File: src/rtl/wb_commit_stage.sv
// Writeback/commit stage: DEPTH-entry in-order queue of MEM results, retiring at most
// one instruction per cycle and collapsing exception/ertn/refetch into one flush.
module wb_commit_stage #(
    parameter int DATA_W = 32,
    parameter int DEPTH = 2,
    parameter int NUM_CAUSE = 6,
    // Slot i (bits [6i+5:6i]) holds the ecode for cause bit i; slot 0 is the rightmost field.
    parameter logic [6*NUM_CAUSE-1:0] ECODE_TABLE = {6'h00, 6'h09, 6'h0d, 6'h08, 6'h0c, 6'h0b}
) (
    input  logic              clk,
    input  logic              resetn,
    input  logic              ms_to_ws_valid,
    output logic              ws_allowin,
    input  logic [DATA_W-1:0] ms_pc,
    input  logic [DATA_W-1:0] ms_result,
    input  logic [DATA_W-1:0] ms_badv,
    input  logic              ms_gr_we,
    input  logic [4:0]        ms_dest,
    input  logic              ms_csr_rd,
    input  logic [NUM_CAUSE-1:0] ms_cause,
    input  logic              ms_ertn,
    input  logic              ms_refetch,
    input  logic              wb_hold,
    output logic              csr_re,
    input  logic [DATA_W-1:0] csr_rvalue,
    output logic              rf_we,
    output logic [4:0]        rf_waddr,
    output logic [DATA_W-1:0] rf_wdata,
    output logic              wb_ex,
    output logic [5:0]        wb_ecode,
    output logic [DATA_W-1:0] wb_pc,
    output logic [DATA_W-1:0] wb_vaddr,
    output logic              wb_ertn,
    output logic              wb_refetch,
    output logic [DATA_W-1:0] refetch_pc,
    input  logic [4:0]        fwd_dest,
    output logic              fwd_hit,
    output logic              fwd_block,
    output logic [DATA_W-1:0] fwd_data,
    output logic [31:0]       retired_cnt,
    output logic [31:0]       debug_wb_pc,
    output logic [3:0]        debug_wb_rf_we,
    output logic [4:0]        debug_wb_rf_wnum,
    output logic [31:0]       debug_wb_rf_wdata
);

    localparam int PTR_W = (DEPTH > 1) ? $clog2(DEPTH) : 1;
    localparam int CNT_W = $clog2(DEPTH + 1);

    typedef struct packed {
        logic [DATA_W-1:0]    pc;
        logic [DATA_W-1:0]    result;
        logic [DATA_W-1:0]    badv;
        logic                 gr_we;
        logic [4:0]           dest;
        logic                 csr_rd;
        logic [NUM_CAUSE-1:0] cause;
        logic                 ertn;
        logic                 refetch;
    } entry_t;

    entry_t           q [DEPTH];
    entry_t           h;
    logic [PTR_W-1:0] head;
    logic [PTR_W-1:0] tail;
    logic [CNT_W-1:0] count;
    logic             head_valid;
    logic             fire;
    logic             enq;
    logic             ex_any;
    logic             flush;
    logic             retire;
    logic [5:0]       ecode_sel;

    function automatic logic [PTR_W-1:0] ptr_inc(input logic [PTR_W-1:0] p);
        if (DEPTH == 1) return '0;
        else return p + PTR_W'(1);
    endfunction

    // MEM->WB handshake: an entry moves when ms_to_ws_valid and ws_allowin are both high in
    // the same cycle (and no flush is retiring); while ws_allowin is low MEM holds its bus.
    assign head_valid = (count != '0);
    assign h          = q[head];
    assign fire       = head_valid & ~wb_hold;
    assign ws_allowin = (count != CNT_W'(DEPTH)) | fire;
    assign enq        = ms_to_ws_valid & ws_allowin & ~flush;

    assign ex_any     = head_valid & (|h.cause);
    assign wb_ex      = fire & ex_any;
    assign wb_ertn    = fire & h.ertn & ~ex_any;
    assign wb_refetch = fire & h.refetch & ~ex_any;
    assign flush      = wb_ex | wb_ertn | wb_refetch;
    assign retire     = fire & ~ex_any & ~h.refetch;

    // Lowest set cause bit wins, so scan from the top down and let later hits overwrite.
    always_comb begin
        ecode_sel = '0;
        for (int i = NUM_CAUSE - 1; i >= 0; i--) begin
            if (h.cause[i]) ecode_sel = ECODE_TABLE[6*i +: 6];
        end
    end

    assign wb_ecode   = head_valid ? ecode_sel : '0;
    assign wb_pc      = head_valid ? h.pc : '0;
    assign wb_vaddr   = head_valid ? h.badv : '0;
    assign refetch_pc = head_valid ? h.pc : '0;
    assign csr_re     = head_valid & h.csr_rd;
    assign rf_we      = fire & h.gr_we & ~ex_any & ~h.refetch;
    assign rf_waddr   = head_valid ? h.dest : '0;
    assign rf_wdata   = head_valid ? (h.csr_rd ? csr_rvalue : h.result) : '0;

    assign debug_wb_pc       = 32'(wb_pc);
    assign debug_wb_rf_we    = {4{rf_we}};
    assign debug_wb_rf_wnum  = rf_waddr;
    assign debug_wb_rf_wdata = 32'(rf_wdata);

    // Walk entries oldest to youngest so the youngest match is the one left standing.
    always_comb begin
        fwd_hit   = 1'b0;
        fwd_block = 1'b0;
        fwd_data  = '0;
        for (int i = 0; i < DEPTH; i++) begin
            if (i < int'(count)
                && q[PTR_W'((int'(head) + i) % DEPTH)].gr_we
                && q[PTR_W'((int'(head) + i) % DEPTH)].dest != 5'd0
                && q[PTR_W'((int'(head) + i) % DEPTH)].dest == fwd_dest
                && ~|q[PTR_W'((int'(head) + i) % DEPTH)].cause) begin
                fwd_hit   = 1'b1;
                fwd_block = q[PTR_W'((int'(head) + i) % DEPTH)].csr_rd;
                fwd_data  = q[PTR_W'((int'(head) + i) % DEPTH)].result;
            end
        end
    end

    always_ff @(posedge clk or negedge resetn) begin
        if (!resetn) begin
            head        <= '0;
            tail        <= '0;
            count       <= '0;
            retired_cnt <= '0;
        end else begin
            if (retire) retired_cnt <= retired_cnt + 32'd1;
            if (flush) begin
                count <= '0;
                head  <= tail;
            end else begin
                if (enq)  tail <= ptr_inc(tail);
                if (fire) head <= ptr_inc(head);
                count <= count + CNT_W'(enq) - CNT_W'(fire);
            end
        end
    end

    // Payload needs no reset: count alone decides which slots are live.
    always_ff @(posedge clk) begin
        if (enq) begin
            q[tail] <= '{pc: ms_pc, result: ms_result, badv: ms_badv, gr_we: ms_gr_we,
                         dest: ms_dest, csr_rd: ms_csr_rd, cause: ms_cause,
                         ertn: ms_ertn, refetch: ms_refetch};
        end
    end

endmodule
File: config.mk
export PLATFORM = sky130hd
export DESIGN_NAME = wb_commit_stage
export DESIGN_NICKNAME = d
export VERILOG_FILES = /design/src/rtl/wb_commit_stage.sv
export SDC_FILE = /design/constraint.sdc
export NUM_CORES = 1
export LEC_CHECK = 0
export ABC_AREA = 1
export BUFFER_PORTS_ARGS = -buffer_cell sky130_fd_sc_hd__buf_2
export CAP_MARGIN = 0
export CELL_PAD_IN_SITES_DETAIL_PLACEMENT = 2
export CELL_PAD_IN_SITES_GLOBAL_PLACEMENT = 2
export CORE_ASPECT_RATIO = 0.75
export CORE_MARGIN = 2
export CORE_UTILIZATION = 26
export DETAILED_ROUTE_END_ITERATION = 7
export PLACE_DENSITY = 0.83
export REMOVE_ABC_BUFFERS = 1
export SLEW_MARGIN = 20
export SYNTH_ARGS = -nofsm -noshare
export SYNTH_HDL_FRONTEND = slang
export SYNTH_SLANG_ARGS = --single-unit
File: constraint.sdc
create_clock -name clk -period 7.35 [get_ports clk]
set_input_delay 0.735 -clock clk [delete_from_list [all_inputs] [get_ports clk]]
set_output_delay 0.735 -clock clk [all_outputs]
set_load 0.005 [all_outputs]
* Yosys cells after proc, flatten, opt, wreduce, memory -nomap -nowiden
Memory sizes are Yosys's and may differ from the RTL's.
Index checks and enable logic that the tools add are counted.
** Word-level totals
- Register bits :: 36
- Bits in writable memories :: 222
- Bits of input ports :: 152
- Output and inout port bits :: 284
- Memories :: 1
** Memories
- q :: depth 2, bits a word 111, read ports 2, clocked after Yosys merged registers in 0, wr ports 1, line 62 : entry_t q [DEPTH];
** Operators by class
- $add $sub $neg :: 6
- Magnitude comparators :: 2
- Eq/ne operators :: 3
- Multiplexer cells :: 22
- Bitwise gates (word level) :: 22
- Reduce and logical (&&, ||, !) cells :: 17
** Operators by type and width (count)
- 2-to-1 mux 32 bit :: 6
- adder 32 x 1 -> 32 bit, second input constant :: 1
- 2-to-1 mux 6 bit :: 4
- AND 1 bit :: 15
- OR reduction 6 bit :: 2
- == test 5 bit :: 2
- nonzero test 5 bit :: 2
- logical AND 1 bit :: 8
- 2-to-1 mux 1 bit :: 8
- 2-to-1 mux 4 bit :: 2
- 2-to-1 mux 5 bit :: 1
- less-than comparator 1 x 2 -> 1 bit, first input constant :: 2
- inverter 1 bit :: 4
- nonzero test 2 bit :: 2
- adder 1 bit, second input constant :: 3
- OR 1 bit :: 3
- adder 2 x 1 -> 2 bit :: 1
- zero test 1 bit :: 2
- 2-to-1 mux 2 bit :: 1
- != test 2 bit, second input constant :: 1
- AND reduction 2 bit :: 1
- subtractor 2 x 1 -> 2 bit :: 1

* Depth between registers and ports, before layout
Gate-level depths: netlist of the first run.
An unclocked memory read counts as a cell.
- Depth after elaboration :: 12
- Mapped depth :: 15
- Depth with buffers taken out :: 13

* Worst setup path before layout of the first run
Ideal clock, no wire load.
- Path type :: register to register
- Start :: reg head
- End :: mem q[1][0] (netlist name) (enable)
- Arrival :: 5.942 ns
- Required time :: 6.767 ns
- Slack :: 0.826 ns
- Stages on the path, launching flop included :: 8
- Path buffers :: 2
- Period minus slack after synthesis :: 6.524 ns
- Cells stage by stage :: dfrtp_1 buf_6 buf_2 nand2_1 o21ai_1 o21ai_0 nand3_1 nor2_1
** On the way
- Longest elaborated chain between the ends :: 11
** RTL lines
- from (decl) :: line 64 : logic [PTR_W-1:0] head;
- from (signal assigned) :: line 145 : head <= tail;
- from (signal assigned) :: line 148 : if (fire) head <= ptr_inc(head);
- memory (2 x 111 bit) *
- OR reduction 6 bit :: line 88 : assign ex_any = head_valid & (|h.cause);
- AND 1 bit :: line 88
- inverter 1 bit :: line 90, 91
- AND 1 bit :: line 90 : assign wb_ertn = fire & h.ertn & ~ex_any;
- OR 1 bit :: line 92 : assign flush = wb_ex | wb_ertn | wb_refetch;
- OR 1 bit * :: line 92
- inverter 1 bit (no line) *
- AND 1 bit * :: line 86 : assign enq = ms_to_ws_valid & ws_allowin & ~flush;
- 2-to-1 mux 1 bit * :: line 156 : if (enq) begin
- 2-to-1 mux 1 bit (implied by the code) * :: line 157 : q[tail] <= '{pc: ms_pc, result: ms_result, badv: ms_badv, gr_we: ms_gr_we,
- to (decl) :: line 62
Mark *: on every way between the ends. The rest lies on a longest branch, timed or not.

* Final worst setup path of the first run
- Start :: reg head
- End :: out fwd_data[12]
** On the way
- Longest elaborated chain between the ends :: 7
** RTL lines
- adder 1 bit / memory (2 x 111 bit) (equally long branches)
- memory (2 x 111 bit) *
- nonzero test 5 bit (tied with other cells) :: line 125 : && q[PTR_W'((int'(head) + i) % DEPTH)].dest != 5'd0
- logical AND 1 bit, on equally long branches :: line 125, 126
- logical AND 1 bit, on equally long branches :: line 126, 127
- logical AND 1 bit / 2-to-1 mux 32 bit (equally long branches) :: line 127, 123
- 2-to-1 mux 32 bit * :: line 123 : if (i < int'(count)
- to (decl) :: line 39 : output logic [DATA_W-1:0] fwd_data,
Marked as above.

==> flow_summary.toml, run 1 <==
[outcome]
status = "finished, final reports clean"

[timing]
worst_slew_pin_slew_ns = 1.064
fin_skew_ns = 0.01587
worst_hold_slack_ns = 0.2742
period_share_pct = 71.05
maxSlewViolCount = 0
grt_setup_unrepaired = "false"
setup_viol = 0
final-hold-violation-count = 0
fmax_mhz = 191.5
timing.slew.headroom_pct = 28.92
fin_crit_ns = 5.222

[finish]
areaGrowthSynthToFinish_pct = 21.89
fin_util_pct = 32.25
fillers = 5709
drive_gt1_share_pct = 31.26
final_net_count = 1883

[route]
drt_wl_total_um = 47400
wl_per_cell_um = 19.66
via_per_inst = 4.672
drcViolationCount = 0
drt-initial-drc-count = 525
dr.pass1.iters = 4
vias = 11270
antenna_left = 0

[grt]
grt_overflow = 0
antenna_found_initial = 16
grt_first_pass_wirelength_um = 71330
grt_max_degree = 89
grt_pass1_vias = 11860
grt_use_total_pct = 17.38

[worst_setup_path]
cp_top_family = "simple AND/OR/NAND/NOR gates"
worstPathRequired_ns = 6.61
critPathArrivalTime_ns = 4.49
cp_slowest_cell = "nand3_4"
path_max_fanout = 88
path_cells = "buf_4, nand2_1, o21ai_2, nor2_1, nor2_1, nand2_1, nor2_4, nand3_4, nand3_2, nand2_1, buf_2"
end_kind = "primary output"
path_class = "flop to primary output"
crit_buf_inv = 2
cp_common_cell = "nand2_1"
slowest_delay_ns = 0.76
cp-start-kind = "flop"

[pwr]
p_per_area_nw_per_um2 = 377.1
cellLeakagePower_nw = 7.339
ir_worst_vdd_v = 0.0001973

[placed_design]
place.gp.congestion = 0.8439
hpwl_um = 33780
io_buffer_count = 433

[synth]
syn_area_per_cell_um2 = 9.318
synth.most_common_cell = "nand2_1"
synth-seq-cells = 258
synth_area_um2 = 13330
synth_warnings = 0
synth_top_area_share_pct = 50.03
netlist_instances = 1430
synth_cell_types = 35
yosys-top-cells-count = "426 x nand2_1, 222 x edfxtp_1, 116 x nor2_1"
seq_area_frac_synth_pct = 56.79
synth_top_cell_by_area = "edfxtp_1"
synth_edf_count = 222
synth.area.top_cells = "edfxtp_1 50%, nand2_1 12%, dfrtp_1 6.8%"
async_reset_ff_share_pct = 13.95
synth_flop_cell = "edfxtp_1"

[cts]
clock_path_buffers = 3
ctsRootBufferMaster = "clkbuf_16"
cts_tree = "built"
clk_latency_ns = 0.59
h-tree-depth = 1
clkTransAtPathRegs_ns = 0.06
clock_sinks = 258
holdBufCountCts = 0
cts-buffers-inserted = 31
cts_resized = 0
cts_setup_buffers = 0

[die]
coreArea_um2 = 50370
start_util_pct = 26.46
die_x_um = 265.4
io_pins = 436
die_h_um = 200.1
num_rows = 71
dieArea_um2 = 53100

[flow_run]
max-cap-violations = 0

[min_path]
hold_class = "input pin to asynchronous set/reset pin"
layout make-up:
class / instances / area (µm²) / share of cell area (%)
Clock buffer: 36 / 794.5 / 4.892
Tap cell: 657 / 822.0 / 5.061
Inverter: 101 / 384.1 / 2.365
Timing Repair Buffer: 442 / 2247 / 13.84
Antenna cell: 4 / 10.01 / 0.06163
Clock inverter: 19 / 166.4 / 1.025
Sequential cell: 258 / 7571 / 46.61
Multi-Input combinational cell: 894 / 4247 / 26.15
cells in the final DEF (no fill, tap or decap), types with 4 or more instances in the layout:
cell / netlist / routed
buf_2: 9 / 433
nand2_1: 426 / 426
edfxtp_1: 222 / 222
nor2_1: 116 / 115
o21ai_0: 107 / 107
inv_1: 99 / 96
a21oi_1: 69 / 69
nand4_1: 42 / 42
dfrtp_1: 36 / 35
nand3_2: 32 / 31
clkbuf_16: 0 / 31
nand3_1: 21 / 21
nor3_1: 15 / 15
xor2_1: 14 / 14
xnor2_1: 14 / 14
clkinv_2: 0 / 9
buf_4: 115 / 8
nand2_2: 6 / 6
nor2_4: 4 / 6
o21ai_1: 6 / 5
clkbuf_1: 46 / 5
diode_2: 0 / 4
nand3b_1: 4 / 4
clkinv_1: 0 / 4
through the flow:
stage          setup WS [ns]  cells  cell area, µm²  TNS (ns)  power (mW)
3_3_place_gp           2.265   2352           15260         0       4.595
4_1_cts                1.844   2407           16230         0       6.249
6_report               2.128   2411           16240         0       6.125
5_1_grt                1.679   2409           16240         0       6.572
2_1_floorplan         -2.966   1253           12170   -370.04       3.397
3_5_place_dp           2.523   2352           15270         0       4.724
per-layer routing:
metal / wire length (µm) / part of all wire (%) / track usage, % / vias up
li1: - / - / - / 5241
met1: 20460 / 43 / 22.13 / 5604
met2: 23270 / 49 / 30.40 / 324
met3: 2639 / 5.6 / 3.864 / 78
met4: 928 / 2.0 / 3.599 / 18
met5: 98 / 0.21 / 0 / -
flip-flops by register name, indices dropped and copies added, names as in the netlist:
signal       flops
q              222
retired_cnt     32
count            2
head             1
tail             1
power breakdown:
part           internal [mW]  total, mW  leakage (nW)  switching (mW)
clock                  0.843       1.49         0.480           0.643
combinational          0.828       2.60          4.33            1.77
sequential              1.93       2.04          2.53           0.115
total                   3.60       6.12          7.34            2.53
final timing paths:
check | cells past startpoint | from | slack (ns) | endpoint
min in group clk | 1 | ms_pc[13] | 0.33 | q[0][92]
max in group asynchronous | 1 | resetn | 6.39 | head
setup reg to reg | 10 | head | 3.29 | q[0][106]
hold reg to reg | 2 | tail | 0.51 | tail
setup / recovery | 11 | head | 2.13 | fwd_data[12]
hold / removal | 1 | resetn | 0.27 | retired_cnt[19]
cells by family (layout without fill, tap and decap cells):
group	Yosys count	after routing	share of synthesized area, %
AOI/OAI and AO/OA	186	186	7.099
adders and majority gates	3	3	0.2817
xor gates and xnor gates	28	28	1.840
other	1	6	0.02814
and+or+nand+nor	675	675	22.41
buffers and inverters	279	598	11.55
DFF	258	258	56.79
Note: power is estimated with default switching activity, not from simulation.
==> run 2, diff against run 1 <==
- ABC_AREA: 1 -> 0
- clock period: 7.35 -> 4.7 ns (I/O delays scaled with it)
==> run 2 against run 1 <==
Net effect: sequential cell count unchanged; critical endpoint is now fwd_data[21]; clock-buffer cell count increased by 1; routed wire length down 9.3%; clock skew is 0.0071 ns higher; sequential power grew 58%.
==> flow_summary.toml, run 2 <==
[finish]
final_net_count = 1539
largest_register_ffs = 222
reg_top3 = "q x222, retired_cnt x32, count x2"
regMostFlops = "q"
layout_common_cells = "433 x buf_2, 222 x edfxtp_1, 121 x nor2_1, 108 x mux2i_1, 65 x a21oi_1"
areaGrowthSynthToFinish_pct = 25.37
drive_gt1_share_pct = 37.07
fillers = 5274
final_common_cell = "buf_2"

[grt]
grt_pass1_vias = 10910
grt_overflow = 0
antenna_found_initial = 12
grt_first_pass_wirelength_um = 64120
grt_max_degree = 106
grt_use_total_pct = 16.27

[cts]
clkTransAtPathRegs_ns = 0.06
clk_latency_ns = 0.58
h-tree-depth = 1
clock_path_buffers = 3
ctsRootBufferMaster = "clkbuf_16"
cts-buffers-inserted = 30
clock_sinks = 258
cts_tree = "built"

[route]
dr.pass1.iters = 4
via_per_inst = 4.696
drt_wl_total_um = 43010
wl_per_cell_um = 20.83
vias = 9697
antenna_left = 0
drt-initial-drc-count = 472
drcViolationCount = 0

[synth]
yosys-top-cells-count = "222 x edfxtp_1, 125 x nor2_1, 109 x mux2i_1"
synth.area.top_cells = "edfxtp_1 52%, mux2i_1 8.6%, dfrtp_1 7.1%"
synth.most_common_cell = "edfxtp_1"
synth_top_cell_by_area = "edfxtp_1"
synth_flop_cell = "edfxtp_1"
synth-seq-cells = 258
synth_edf_count = 222
synth_area_um2 = 12740
synth_cell_types = 56
seq_area_frac_synth_pct = 59.40
synth_warnings = 0
synth_top_area_share_pct = 52.33
syn_area_per_cell_um2 = 11.91
async_reset_ff_share_pct = 13.95
netlist_instances = 1070

[die]
die_h_um = 195.7
dieArea_um2 = 50800
coreArea_um2 = 48610
die_x_um = 259.6
io_pins = 436
num_rows = 70
start_util_pct = 26.21

[timing]
grt_setup_unrepaired = "false"
setup_viol = 0
fmax_mhz = 228.8
maxSlewViolCount = 0
fin_crit_ns = 4.371
worst_slew_pin_slew_ns = 0.8735
worst_hold_slack_ns = 0.02364
period_share_pct = 93.00
final-hold-violation-count = 0
fin_skew_ns = 0.02299
timing.slew.headroom_pct = 41.29

[worst_setup_path]
crit_cells = 9
cp_top_family = "simple AND/OR/NAND/NOR gates"
slowest_delay_ns = 0.70
crit_buf_inv = 3
reg2reg_depth = 8
cp-endpoint = "fwd_data[21]"
reg2reg_setup_slack_ns = 1.35
reg2reg_to = "q[1][13]"
critPathLaunch = "head"
end_kind = "primary output"
cp-start-kind = "flop"
path_class = "flop to primary output"
critPathArrivalTime_ns = 3.90
path_cells = "mux2i_1, o211a_1, and2_0, buf_4, and4_2, buf_12, nand3_1, a21oi_1, buf_2"
cp_slowest_cell = "dfrtp_4"
r2r_start = "head"
worstPathRequired_ns = 4.23
path_max_fanout = 42

[pwr]
p_per_area_nw_per_um2 = 592.4
ir_worst_vdd_v = 0.0003088
cellLeakagePower_nw = 6.708
power.total_mw = 9.462

[outcome]
status = "finished, final reports clean"

[flow_run]
max-cap-violations = 0

[min_path]
hold_class = "input pin to asynchronous set/reset pin"

[placed_design]
hpwl_um = 31040
io_buffer_count = 433
place.gp.congestion = 0.7852
-- run 2: cell count changes in the layout (fill, tap and decap cells not counted), sizes merged, moves of 35 or more --
cell / before / now
mux2i: 0 / 109
nand4: 43 / 8
o21ai: 114 / 3
nand2: 432 / 22
inv: 102 / 43
-- run 2: stage by stage --
step           instance area, µm²  TNS (ns)  std cells  util (%)  setup slack, ns
3_5_place_dp                14970         0       1999     30.80           0.6813
5_1_grt                     15970         0       2064     32.85          0.04033
6_report                    15970         0       2065     32.86           0.3289
2_1_floorplan               11660  -2157.71        897         -           -6.624
4_1_cts                     15930         0       2055     32.77          0.06542
3_3_place_gp                14970         0       1999     30.80           0.7808
-- run 2: area by class of cell --
type                       instances  area (µm²)  share of cell area, %
antenna                            9       22.52                 0.1410
tap                              648       810.8                  5.076
timing repair buffer             455        2470                  15.46
sequential                       258        7571                  47.40
multi-input combinational        597        3981                  24.93
clock buffer                      37       797.0                  4.990
inverter                          42       157.7                 0.9871
clock inverter                    19       161.4                  1.011
-- run 2: repair_timing --
action                     in CTS  in global routing
resized for setup               0                  0
buffers inserted                0                  1
setup endpoints to repair       0                  1
hold buffers                    0                  0
-- run 2: worst min-delay path by stage --
stage / start / to / slack (ns) / cells past startpoint
final: resetn / retired_cnt[9] / 0.02 / 1
after global routing: resetn / retired_cnt[0] / 0.05 / 1
after CTS: resetn / retired_cnt[2] / 0.008 / 1
after detailed placement: retired_cnt[31] / retired_cnt[31] / 0.48 / 1
after global placement: retired_cnt[31] / retired_cnt[31] / 0.45 / 1
after floorplan: resetn / count[0] / 0.17 / 0
-- run 2: layer usage --
layer | up-vias | track usage (%) | share of wire [%]
met5 | - | 0 | 0.046
met4 | 4 | 5.130 | 2.8
met3 | 73 | 3.101 | 5.0
met2 | 309 | 28.93 | 51
met1 | 4868 | 19.83 | 42
li1 | 4443 | - | -
-- run 2: kinds of logic after synthesis --
family / share of synthesized area (%)
other: 0.02944
adders and majority gates: 0.2947
xor gates and xnor gates: 2.956
DFF: 59.40
and+or+nand+nor: 9.615
muxes: 8.829
buffers and inverters: 9.733
AOI/OAI and AO/OA: 9.144
-- run 2: report_power, final --
group / switching [mW] / internal [mW] / total, mW
combinational: 2.34 / 1.61 / 3.95
sequential: 0.249 / 2.98 / 3.23
clock: 0.970 / 1.31 / 2.28
total: 3.56 / 5.91 / 9.46
==> run 3, diff against run 2 <==
- SKIP_LAST_GASP: unset -> 1
- clock period: 4.7 -> 3.6 ns (I/O delays scaled with it)
==> run 3 against run 2 <==
Net effect: sequential cell count stayed put; combinational power is 48% higher; first-iteration DRC count is 0.42% higher; global-route usage is 2.2 points higher; routed wire length is 18% higher; utilization is 3.7 points higher; critical path depth is 1 higher; setup slack worse by 0.23 ns; critical path type unchanged.
==> flow_summary.toml, run 3 (same netlist as run 2, synthesis figures left out) <==
[outcome]
status = "finished, final reports clean"

[timing]
fin_skew_ns = 0.02393
final-hold-violation-count = 0
worst_slew_pin_slew_ns = 0.9554
setup_viol = 0
timing.slew.headroom_pct = 35.78
period_share_pct = 97.25
fin_crit_ns = 3.501
fmax_mhz = 285.6
maxSlewViolCount = 0

[worst_setup_path]
crit_cells = 10
cp_common_cell = "buf_6"
path_cells = "or4_1, a211o_1, nand4b_1, buf_6, or2_4, buf_6, clkbuf_16, a31oi_2, a21oi_1, buf_2"
worstPathRequired_ns = 3.24
path_class = "flop to primary output"
path_max_fanout = 7
cp-start-kind = "flop"
critPathArrivalTime_ns = 3.14
reg2reg_depth = 13
cp_top_family = "simple AND/OR/NAND/NOR gates"
end_kind = "primary output"
cp_slowest_cell = "or4_1"
crit_buf_inv = 4
slowest_delay_ns = 0.55

[die]
dieArea_um2 = 50800
die_x_um = 259.6
die_h_um = 195.7
io_pins = 436
start_util_pct = 26.21
coreArea_um2 = 48610
num_rows = 70

[route]
drt-initial-drc-count = 474
drcViolationCount = 0
drt_wl_total_um = 50960
dr.pass1.iters = 5
antenna_left = 0
vias = 10590
via_per_inst = 4.785
wl_per_cell_um = 23.04

[placed_design]
hpwl_um = 31280
place.gp.congestion = 0.8005
place_area_um2 = 15040
io_buffer_count = 433

[grt]
grt_first_pass_wirelength_um = 72320
antenna_found_initial = 7
grt_use_total_pct = 18.47
grt_overflow = 0
grt_max_degree = 101
grt_pass1_vias = 11620

[flow_run]
max-cap-violations = 0

[finish]
drive_gt1_share_pct = 37.48
final_common_cell = "buf_2"
final_net_count = 1692
largest_register_ffs = 222
reg_top3 = "q x222, retired_cnt x32, count x2"
layout_common_cells = "433 x buf_2, 222 x edfxtp_1, 121 x nor2_1, 112 x dlygate4sd3_1, 103 x mux2i_1"
finalInstanceArea_um2 = 17760
areaGrowthSynthToFinish_pct = 39.42
regMostFlops = "q"

[cts]
clk_latency_ns = 0.59
clock_path_buffers = 3
h-tree-depth = 1
clock_sinks = 258
ctsRootBufferMaster = "clkbuf_16"
cts_tree = "built"
cts-buffers-inserted = 29
clkTransAtPathRegs_ns = 0.06

[pwr]
p_per_area_nw_per_um2 = 744.9
ir_worst_vdd_v = 0.0004334
cellLeakagePower_nw = 7.491
power.total_mw = 13.23

[min_path]
hold_class = "input pin to flop"
hold_path_depth = 3
-- run 3: layout make-up --
| cell class | count | area (µm²) |
|---|---|---|
| repair buffers | 609 | 4086 |
| inverters | 42 | 157.7 |
| clock inverters | 12 | 151.4 |
| flip-flops and latches | 258 | 7571 |
| well taps | 648 | 810.8 |
| clock buffers | 40 | 849.6 |
| multi-input cells | 597 | 4120 |
| diodes | 6 | 15.01 |
| fillers | 5132 | 30850 |
-- run 3: final timing paths --
path                                  from              end  slack [ns]
setup / recovery                   q[1][9]     fwd_data[13]         0.1
hold / removal              ms_to_ws_valid             tail        0.31
setup reg to reg                      head         count[1]        0.28
hold reg to reg            retired_cnt[17]  retired_cnt[17]        0.49
max in group asynchronous           resetn             head        2.53
min in group asynchronous           resetn  retired_cnt[29]        0.45
-- run 3: power by group --
part | internal (mW) | switching [mW] | total, mW
combinational | 2.42 | 3.43 | 5.86
clock | 1.86 | 1.29 | 3.16
sequential | 3.89 | 0.322 | 4.22
total | 8.18 | 5.05 | 13.2
-- run 3: metal layers --
metal	part of all wire [%]	wire length [µm]	global-route usage, %	up-vias
met5	0.026	13	0	-
met4	2.8	1419	5.854	2
met3	4.8	2455	3.773	74
met2	50	25560	32.25	319
met1	42	21510	22.83	5448
li1	-	-	-	4742
-- run 3: worst reg2reg max path: cells and delay by family, from the launching register on --
kind	cells	cell delay, ns
DFF	1	0.54
xor gates and xnor gates	2	0.32
buffers and inverters	3	0.40
adders and majority gates	2	0.52
AOI/OAI and AO/OA	2	0.66
and+or+nand+nor	4	0.78
-- run 3: per-stage QoR --
step	hold slack, ns	util [%]	worst slack (ns)	setup TNS [ns]	instances
6_report	0.3112	36.54	0.09910	0	2212
5_1_grt	0.3308	36.54	-0.04456	-0.1665	2212
4_1_cts	0.2874	35.66	-0.02722	-0.1766	2183
3_5_place_dp	0.4787	30.94	0.3032	0	2008
3_3_place_gp	0.4544	30.94	0.4277	0	2008
2_1_floorplan	0.06441	-	-7.724	-2688.02	897
-- run 3: what timing repair did --
action	4_1_cts	5_1_grt
cloned	1	6
hold buffers	112	0
endpoints found under the hold margin	258	0
buffers inserted	10	17
endpoints found under the setup margin	52	32
gates resized for setup	10	31
pin swaps	2	6
